### src/rtl/ro_result_packer.sv
// Drains ring-oscillator samples from a show-ahead FIFO and packs them into cache lines.
// Completed lines go to the DMA write channel, and done is raised after a programmed number of lines.
module ro_result_packer #(
  parameter int CL_DATA_WIDTH = 512,
  parameter int RESULT_WIDTH  = 32,
  parameter int FIFO_WIDTH    = 20,
  parameter int SIZE_WIDTH    = 65
) (
  input  logic                     clk,
  input  logic                     rst,
  input  logic                     go,
  input  logic [SIZE_WIDTH-1:0]    num_lines,
  input  logic                     fifo_empty,
  input  logic [FIFO_WIDTH-1:0]    fifo_rd_data,
  output logic                     fifo_rd_en,
  input  logic                     wr_full,
  output logic                     wr_en,
  output logic [CL_DATA_WIDTH-1:0] wr_data,
  output logic [SIZE_WIDTH-1:0]    lines_written,
  output logic                     done
);

  localparam int RESULTS_PER_CL = CL_DATA_WIDTH / RESULT_WIDTH;
  localparam int CNT_W          = $clog2(RESULTS_PER_CL + 1);
  localparam int POP_W          = SIZE_WIDTH + $clog2(RESULTS_PER_CL);

  typedef enum logic [1:0] {
    ST_IDLE = 2'd0,
    ST_RUN  = 2'd1,
    ST_DONE = 2'd2
  } state_e;

  state_e                   state_q, state_d;
  logic [CNT_W-1:0]         count_q, count_d;
  logic [CL_DATA_WIDTH-1:0] buffer_q, buffer_d;
  logic [SIZE_WIDTH-1:0]    target_q, target_d;
  logic [SIZE_WIDTH-1:0]    lines_q, lines_d;
  logic [POP_W-1:0]         popped_q, popped_d;

  logic [POP_W-1:0]         pop_limit;
  logic                     pop_limit_reached;
  logic                     line_full;
  logic                     go_accept;
  logic                     last_write;

  // Total samples the current job needs; popping stops here so surplus stays in the FIFO.
  assign pop_limit         = POP_W'(target_q) * POP_W'(RESULTS_PER_CL);
  assign pop_limit_reached = (popped_q >= pop_limit);
  assign line_full         = (count_q == CNT_W'(RESULTS_PER_CL));
  assign go_accept         = go && (state_q != ST_RUN);
  assign last_write        = wr_en && ((lines_q + SIZE_WIDTH'(1)) == target_q);

  always_ff @(posedge clk or posedge rst) begin
    if (rst) begin
      state_q  <= ST_IDLE;
      count_q  <= '0;
      buffer_q <= '0;
      target_q <= '0;
      lines_q  <= '0;
      popped_q <= '0;
    end else begin
      state_q  <= state_d;
      count_q  <= count_d;
      buffer_q <= buffer_d;
      target_q <= target_d;
      lines_q  <= lines_d;
      popped_q <= popped_d;
    end
  end

  always_comb begin
    state_d = state_q;
    unique case (state_q)
      ST_IDLE, ST_DONE: begin
        if (go) state_d = (num_lines == '0) ? ST_DONE : ST_RUN;
      end
      ST_RUN: begin
        if (last_write) state_d = ST_DONE;
      end
      default: state_d = ST_IDLE;
    endcase
  end

  // A pop is allowed into a full line only when that line leaves in the same cycle.
  always_comb begin
    wr_en      = 1'b0;
    fifo_rd_en = 1'b0;
    done       = 1'b0;
    unique case (state_q)
      ST_RUN: begin
        wr_en      = line_full && !wr_full;
        fifo_rd_en = !fifo_empty && !pop_limit_reached &&
                     ((count_q < CNT_W'(RESULTS_PER_CL)) || wr_en);
      end
      ST_DONE: done = 1'b1;
      default: ;
    endcase
  end

  always_comb begin
    count_d  = count_q;
    buffer_d = buffer_q;
    target_d = target_q;
    lines_d  = lines_q;
    popped_d = popped_q;
    if (go_accept) begin
      target_d = num_lines;
      count_d  = '0;
      lines_d  = '0;
      popped_d = '0;
    end else if (state_q == ST_RUN) begin
      // New samples enter at the top, so the first sample of a line ends up in slot 0.
      if (fifo_rd_en) begin
        buffer_d = {RESULT_WIDTH'(fifo_rd_data), buffer_q[CL_DATA_WIDTH-1:RESULT_WIDTH]};
        popped_d = popped_q + POP_W'(1);
      end
      if (wr_en && fifo_rd_en)      count_d = CNT_W'(1);
      else if (wr_en)               count_d = '0;
      else if (fifo_rd_en)          count_d = count_q + CNT_W'(1);
      if (wr_en && (lines_q < target_q)) lines_d = lines_q + SIZE_WIDTH'(1);
    end
  end

  assign wr_data       = buffer_q;
  assign lines_written = lines_q;

endmodule

### config.mk
export PLATFORM = sky130hd
export DESIGN_NAME = ro_result_packer
export DESIGN_NICKNAME = d
export VERILOG_FILES = /design/src/rtl/ro_result_packer.sv
export SDC_FILE = /design/constraint.sdc
export NUM_CORES = 1
export LEC_CHECK = 0
export BUFFER_PORTS_ARGS = -buffer_cell sky130_fd_sc_hd__clkbuf_2
export CAP_MARGIN = 0
export CELL_PAD_IN_SITES_DETAIL_PLACEMENT = 0
export CELL_PAD_IN_SITES_GLOBAL_PLACEMENT = 2
export CORE_MARGIN = 10
export CORE_UTILIZATION = 32
export DETAILED_ROUTE_END_ITERATION = 7
export PLACE_DENSITY = 0.86
export SYNTH_ARGS = -nofsm -noshare
export SYNTH_HDL_FRONTEND = slang
export SYNTH_SLANG_ARGS = --single-unit
### constraint.sdc
create_clock -name clk -period 20.2 [get_ports clk]
set_input_delay 2.02 -clock clk [delete_from_list [all_inputs] [get_ports clk]]
set_output_delay 2.02 -clock clk [all_outputs]
set_load 0.03 [all_outputs]
==> results.py, run 1 <==
metrics = {
    "outcome": {
        "status": "complete, no violations",
    },
    "floorplan": {
        "dieArea_sq_mm": 0.102,
        "start_util": 0.321,
        "die_y_um": 320,
        "core-area_sq_mm": 0.0897,
        "die_w_um": 320,
        "rows": 110,
        "io_pins": 670,
    },
    "setup_path": {
        "worstSetupPathType": "input pin to output pin",
        "crit_required_ns": 18.18,
        "r2r-end": "wr_data[481]",
        "crit_path_max_fanout": 129,
        "startpoint": "wr_full",
        "crit_path_end_kind": "output pin",
        "worstSetupStartpointType": "input pin",
        "rr_worst_depth": 15,
        "r2r_slack_ns": 15.26,
        "r2r_start": "target_q[26]",
        "cp_data_arrival_time_ns": 5.20,
        "endpoint": "fifo_rd_en",
    },
    "logic_synthesis": {
        "async_reset_ff_frac": 1.00,
        "synth_top_family_by_area": "simple AND/OR/NAND/NOR gates",
        "synth_compound_area_frac": 0.102,
        "syn_inst": 3390,
        "synth_top_area_cell": "dfrtp_1",
        "synth_xor_area_frac": 0.0298,
        "synth_mux_area_frac": 0.00872,
        "synth_area_leaders": "dfrtp_1, nand2_1, ha_1",
        "ys.flop_type": "dfrtp_1",
        "synthAdderAreaFrac": 0.0586,
        "synthSimpleGateAreaFrac": 0.259,
        "yosysTopAreaCellShare": 0.457,
        "synth.distinct_cells": 71,
        "synth_edf_count": 0,
        "synth_warnings": 0,
        "ys_seq_area_frac": 0.457,
        "ys_seq_elements": 526,
        "netlist_area_sq_mm": 0.0288,
        "synth_area_per_cell_sq_um": 8.50,
    },
    "cts": {
        "clkTransAtPathRegs_ns": 0.06,
        "postCtsResizedCells": 0,
        "cts_buffers": 66,
        "cts_sinks": 526,
        "root_buffer": "clkbuf_16",
        "cts_tree": "yes",
        "insertion_delay_ns": 0.62,
        "h-tree-depth": 3,
        "cts_setup_buffers": 0,
        "cts_hold_buf": 0,
        "clock_path_buffers": 3,
    },
    "sta": {
        "timing.hold.ws_ns": 0.477,
        "worst_clock_skew_ns": 0.0328,
        "layout_min_cycle_time_ns": 7.22,
        "hold_viol": 0,
        "fin_ws_ns": 12.98,
        "finalSetupViolations": 0,
        "tightest_slew_ns": 1.12,
        "grt_setup_unrepaired": "no",
        "period_share": 0.357,
        "fmax_mhz": 138,
        "slew_headroom": 0.255,
        "fin_tns_setup_ns": 0,
        "drv_slew": 0,
    },
    "detailed_routing": {
        "drt_iter0_markers": 2248,
        "antenna_left": 0,
        "drc": 0,
        "wl_per_cell_um": 21.3,
        "routed-wl-met3_um": 7340,
        "drt-met1-wl_um": 46000,
        "routed_wirelength_um": 107000,
        "num_vias": 24900,
        "routed-wl-met2_um": 49500,
        "vias_per_cell": 4.96,
        "top_layer": "met4",
        "dr.pass1.iters": 5,
    },
    "global_route": {
        "gr-total-overflow": 0,
        "grt_max_degree": 228,
        "track_usage": 0.201,
        "grt_pass1_wl_um": 160000,
        "antenna_found_initial": 2,
        "grt_pass1_vias": 24400,
    },
    "power_and_ir_drop": {
        "combPwrFrac": 0.372,
        "swShare": 0.463,
        "p_leak_nw": 18.0,
        "powerDensity_mw_per_mm2": 138,
        "p_int_mw": 2.51,
        "p_sw_mw": 2.17,
        "clkPwrFrac": 0.261,
        "peakVddDrop_v": 0.000105,
        "seq_power_share": 0.367,
    },
    "placed_design": {
        "place_congestion": 0.905,
        "place_hpwl_um": 79600,
        "preCtsSetupSlack_ns": 13.01,
        "port_buffers": 477,
    },
    "final_layout": {
        "drive_gt1_frac": 0.165,
        "final_nets": 4027,
        "area_growth_pct": 17.4,
    },
    "run": {
        "max_cap_violations": 0,
    },
    "min_path": {
        "holdCritPathClass": "flip-flop to flip-flop",
    },
}
==> how the worst min path moves through the flow <==
stage                 start      endpoint  slack, ns  cells past startpoint
6_report        wr_data[18]   wr_data[18]       0.48                      2
5_1_grt         wr_data[16]   wr_data[16]       0.49                      2
4_1_cts         wr_data[18]   wr_data[18]       0.48                      2
3_5_place_dp    wr_data[18]   wr_data[18]       0.47                      2
3_3_place_gp    wr_data[17]   wr_data[17]       0.46                      2
2_1_floorplan  popped_q[59]  popped_q[59]       0.47                      1
==> logic make-up (layout without fill, tap and decap cells) <==
| logic type | after synthesis | count (layout) |
|---|---|---|
| DFF | 526 | 526 |
| buffers and inverters | 451 | 720 |
| xor gates and xnor gates | 98 | 98 |
| muxes | 25 | 25 |
| adders and majority gates | 135 | 135 |
| AOI/OAI and AO/OA | 453 | 453 |
| other | 1 | 193 |
| and+or+nand+nor | 1701 | 1701 |
==> cells in the mapped netlist, types with 4 or more instances <==
cell type	n
o31ai_1	20
o41ai_1	4
a22o_1	4
nor2b_1	6
a211oi_1	20
o21ai_0	138
a2111oi_0	5
nor2_1	106
a21o_1	89
inv_1	99
buf_2	33
clkbuf_1	124
nor3_1	49
or2_2	6
nor4_1	62
xnor2_1	65
o21bai_1	18
o211ai_1	9
ha_1	135
o21a_1	13
a211o_1	5
nand2b_1	5
buf_4	193
nor4b_1	4
and4_1	14
a31o_2	4
o311ai_0	5
nand3_1	75
dfrtp_1	526
nor3b_1	5
nand2_1	1163
mux2i_1	24
and2_1	17
a21oi_1	79
or4_1	23
a31oi_1	9
nand4_1	79
and3_1	38
or3_1	31
xor2_1	33
==> cells in the final DEF, fill, tap and decap left out, types with 38 or more instances in the layout <==
cell          n
a21o_1       88
a21oi_1      77
and3_1       38
clkbuf_16    67
clkbuf_2    477
conb_1      192
dfrtp_1     526
ha_1        135
inv_1        98
nand2_1    1163
nand3_1      75
nand4_1      79
nor2_1      106
nor3_1       47
nor4_1       61
o21ai_0     137
xnor2_1      65
==> worst max-delay path, cell delays in order <==
cell and delay (ns):
clkbuf_2 0.14, nor4b_1 0.27, nand2_1 0.23, a2111oi_0 0.53, nand2_1 0.11, a21oi_1 0.19
o211ai_1 0.13, buf_4 0.23, or2_4 0.33, inv_8 0.43, clkbuf_2 0.34
==> final cells by class <==
class                   instances  area [sq um]
clock inverters                20           285
flip-flops and latches        526         13200
fillers                      9428         55900
repair buffers                504          2620
clock buffers                  96          1940
well taps                    1176          1470
inverters                     100           390
multi-input cells            2604         14000
diodes                          1          2.50
==> power by group through the flow <==
| stage | sequential, mW | combinational [mW] | clock (mW) |
|---|---|---|---|
| 2_1_floorplan | 2.17 | 0.643 | 0 |
| 3_3_place_gp | 1.73 | 1.74 | 0 |
| 3_5_place_dp | 1.73 | 1.75 | 0 |
| 4_1_cts | 1.72 | 1.76 | 1.26 |
| 5_1_grt | 1.76 | 1.88 | 1.30 |
| 6_report | 1.72 | 1.74 | 1.22 |
==> sequential cells by signal, indices dropped and copies added, names as in the netlist <==
register / flops
state_q: 2
lines_written: 65
count_q: 5
target_q: 65
wr_data: 320
popped_q: 69
==> through the flow <==
step / power, mW / util / cells / instance area [sq um]
6_report: 4.68 / 0.377 / 5027 / 33800
5_1_grt: 4.94 / 0.377 / 5027 / 33800
4_1_cts: 4.73 / 0.377 / 5026 / 33800
3_5_place_dp: 3.49 / 0.352 / 4910 / 31600
3_3_place_gp: 3.47 / 0.352 / 4910 / 31600
2_1_floorplan: 2.81 / - / 3581 / 29500
==> metal layers <==
layer,up-vias,track usage
li1,11900,-
met3,166,0.0491
met4,0,0.0842
met1,12000,0.260
met5,-,0
met2,820,0.319
No activity file was read; power rests on OpenSTA's default activity.
==> inputs of run 2 (changes only) <==
- CORE_UTILIZATION: 32 -> 29
- PLACE_DENSITY: 0.86 -> 0.82
- clock period: 20.2 -> 6.33 ns (I/O delays scaled with it)
==> run 2 against run 1 <==
  * Die area rose by 9.7%
  * Highest routed layer is now met5
  * Critical path type is now flip-flop to output pin
  * Total power increased to 3.2 times the previous value
  * Clock power increased to 3.1 times the previous value
  * Critical endpoint unchanged
  * Final area grew 0.54%
  * Largest cell class unchanged
==> results.py, run 2 (synthesis gave the netlist of run 1 again) <==
metrics = {
    "cts": {
        "h-tree-depth": 3,
        "insertion_delay_ns": 0.65,
        "clkTransAtPathRegs_ns": 0.06,
        "cts_hold_buf": 0,
        "postCtsResizedCells": 0,
        "cts_buffers": 67,
        "root_buffer": "clkbuf_16",
        "cts_tree": "yes",
        "cts_setup_buffers": 0,
        "cts_sinks": 526,
        "clock_path_buffers": 3,
    },
    "sta": {
        "finalSetupViolations": 0,
        "fmax_mhz": 207,
        "layout_min_cycle_time_ns": 4.84,
        "tightest_slew_ns": 1.07,
        "worst_clock_skew_ns": 0.0411,
        "drv_slew": 0,
        "period_share": 0.765,
        "hold_viol": 0,
        "slew_headroom": 0.284,
        "grt_setup_unrepaired": "no",
    },
    "final_layout": {
        "regArea_sq_mm": 0.0132,
        "largest_reg_flops": 320,
        "drive_gt1_frac": 0.165,
        "fill_cells": 10400,
        "utilization": 0.345,
        "final_cell_mix": "nand2_1, dfrtp_1, clkbuf_2",
        "stdcell_count": 5143,
        "multi_input_area_sq_mm": 0.0140,
        "final_nets": 4033,
        "area_growth_pct": 18.0,
        "layout_commonest_cell": "nand2_1",
    },
    "placed_design": {
        "place_hpwl_um": 82800,
        "port_buffers": 477,
        "dp.cells": 5026,
        "place_congestion": 0.927,
    },
    "global_route": {
        "grt_pass1_wl_um": 162000,
        "gr-total-overflow": 0,
        "grt_max_degree": 193,
        "use_met1": 0.237,
        "antenna_found_initial": 6,
        "grt_pass1_vias": 24400,
        "top_usage_layer": "met2",
        "gr-usage-met3": 0.0487,
        "grt_use_met2": 0.308,
        "track_usage": 0.187,
    },
    "floorplan": {
        "dieArea_sq_mm": 0.112,
        "io_pins": 670,
        "die_w_um": 335,
        "start_util": 0.293,
        "rows": 115,
        "die_y_um": 335,
        "core-area_sq_mm": 0.0986,
    },
    "setup_path": {
        "r2r_slack_ns": 1.96,
        "startpoint": "target_q[57]",
        "cp_data_arrival_time_ns": 4.21,
        "r2r_start": "target_q[57]",
        "worstSetupStartpointType": "flip-flop",
        "worstSetupPathType": "flip-flop to output pin",
        "crit_path_max_fanout": 41,
        "crit_path_end_kind": "output pin",
        "crit_required_ns": 5.70,
    },
    "detailed_routing": {
        "routed_wirelength_um": 110000,
        "vias_per_cell": 4.87,
        "dr.pass1.iters": 5,
        "drt_iter0_markers": 2336,
        "antenna_left": 0,
        "wl_per_cell_um": 21.4,
        "num_vias": 25000,
        "drc": 0,
    },
    "power_and_ir_drop": {
        "peakVddDrop_v": 0.000359,
        "p_leak_nw": 18.1,
        "powerDensity_mw_per_mm2": 438,
    },
    "run": {
        "max_cap_violations": 0,
    },
    "outcome": {
        "status": "complete, no violations",
    },
    "min_path": {
        "holdCritPathClass": "input pin to asynchronous set/reset pin",
    },
}
[run 2: cell count changes in the layout (fill, tap and decap cells not counted), moves of 2 or more]
cell / change
clkinv_2: +2
clkbuf_1: +4
clkbuf_8: -6
buf_4: +2
buf_12: +3
inv_8: -2
clkinv_16: +2
[run 2: where the power goes]
group / total (mW) / switching (mW) / internal [mW]
Sequential: 5.48 / 1.10 / 4.38
Clock: 3.84 / 1.62 / 2.22
Combinational: 5.58 / 4.21 / 1.37
[run 2: path summary, 6_finish.rpt]
kind	end	depth (start not counted)
hold reg to reg	wr_data[201]	2
hold / removal	state_q[0]	2
max in group asynchronous	wr_data[139]	3
setup reg to reg	wr_data[19]	12
setup / recovery	fifo_rd_en	11
min in group clk	wr_data[491]	3
[run 2: per-layer routing]
metal,part of all wire,vias to the layer above
li1,-,11900
met1,0.42,12000
met2,0.48,908
met3,0.077,156
met4,0.028,4
met5,0.00020,-
[run 2: cell type report]
type                            count  share of cell area
Antenna cell                        2            0.000147
Clock buffer                       94              0.0549
Clock inverter                     21             0.00945
Inverter                          100              0.0114
Multi-Input combinational cell   2604               0.411
Sequential cell                   526               0.387
Tap cell                         1287              0.0473
Timing Repair Buffer              509              0.0791
[run 2: stage by stage]
stage	area [sq um]	total power, mW	hold WS [ns]	setup TNS, ns	setup slack [ns]
4_1_cts	34000	15.1	0.126	0	1.32
6_report	34000	14.9	0.125	0	1.49
5_1_grt	34000	15.7	0.140	0	1.20
3_3_place_gp	31800	11.1	0.461	0	1.80
2_1_floorplan	29600	8.97	0.465	-763.31	-1.45
3_5_place_dp	31800	11.2	0.466	0	1.84
[run 2: critical path, cell delays in order (launching register included)]
cell and delay (ns):
dfrtp_1 0.39, inv_1 0.16, ha_1 0.31, nand4_1 0.15, or4_1 0.65, nor3_1 0.30
o21ai_0 0.18, a21oi_2 0.13, buf_4 0.28, or2_4 0.55, inv_8 0.19, clkbuf_2 0.25
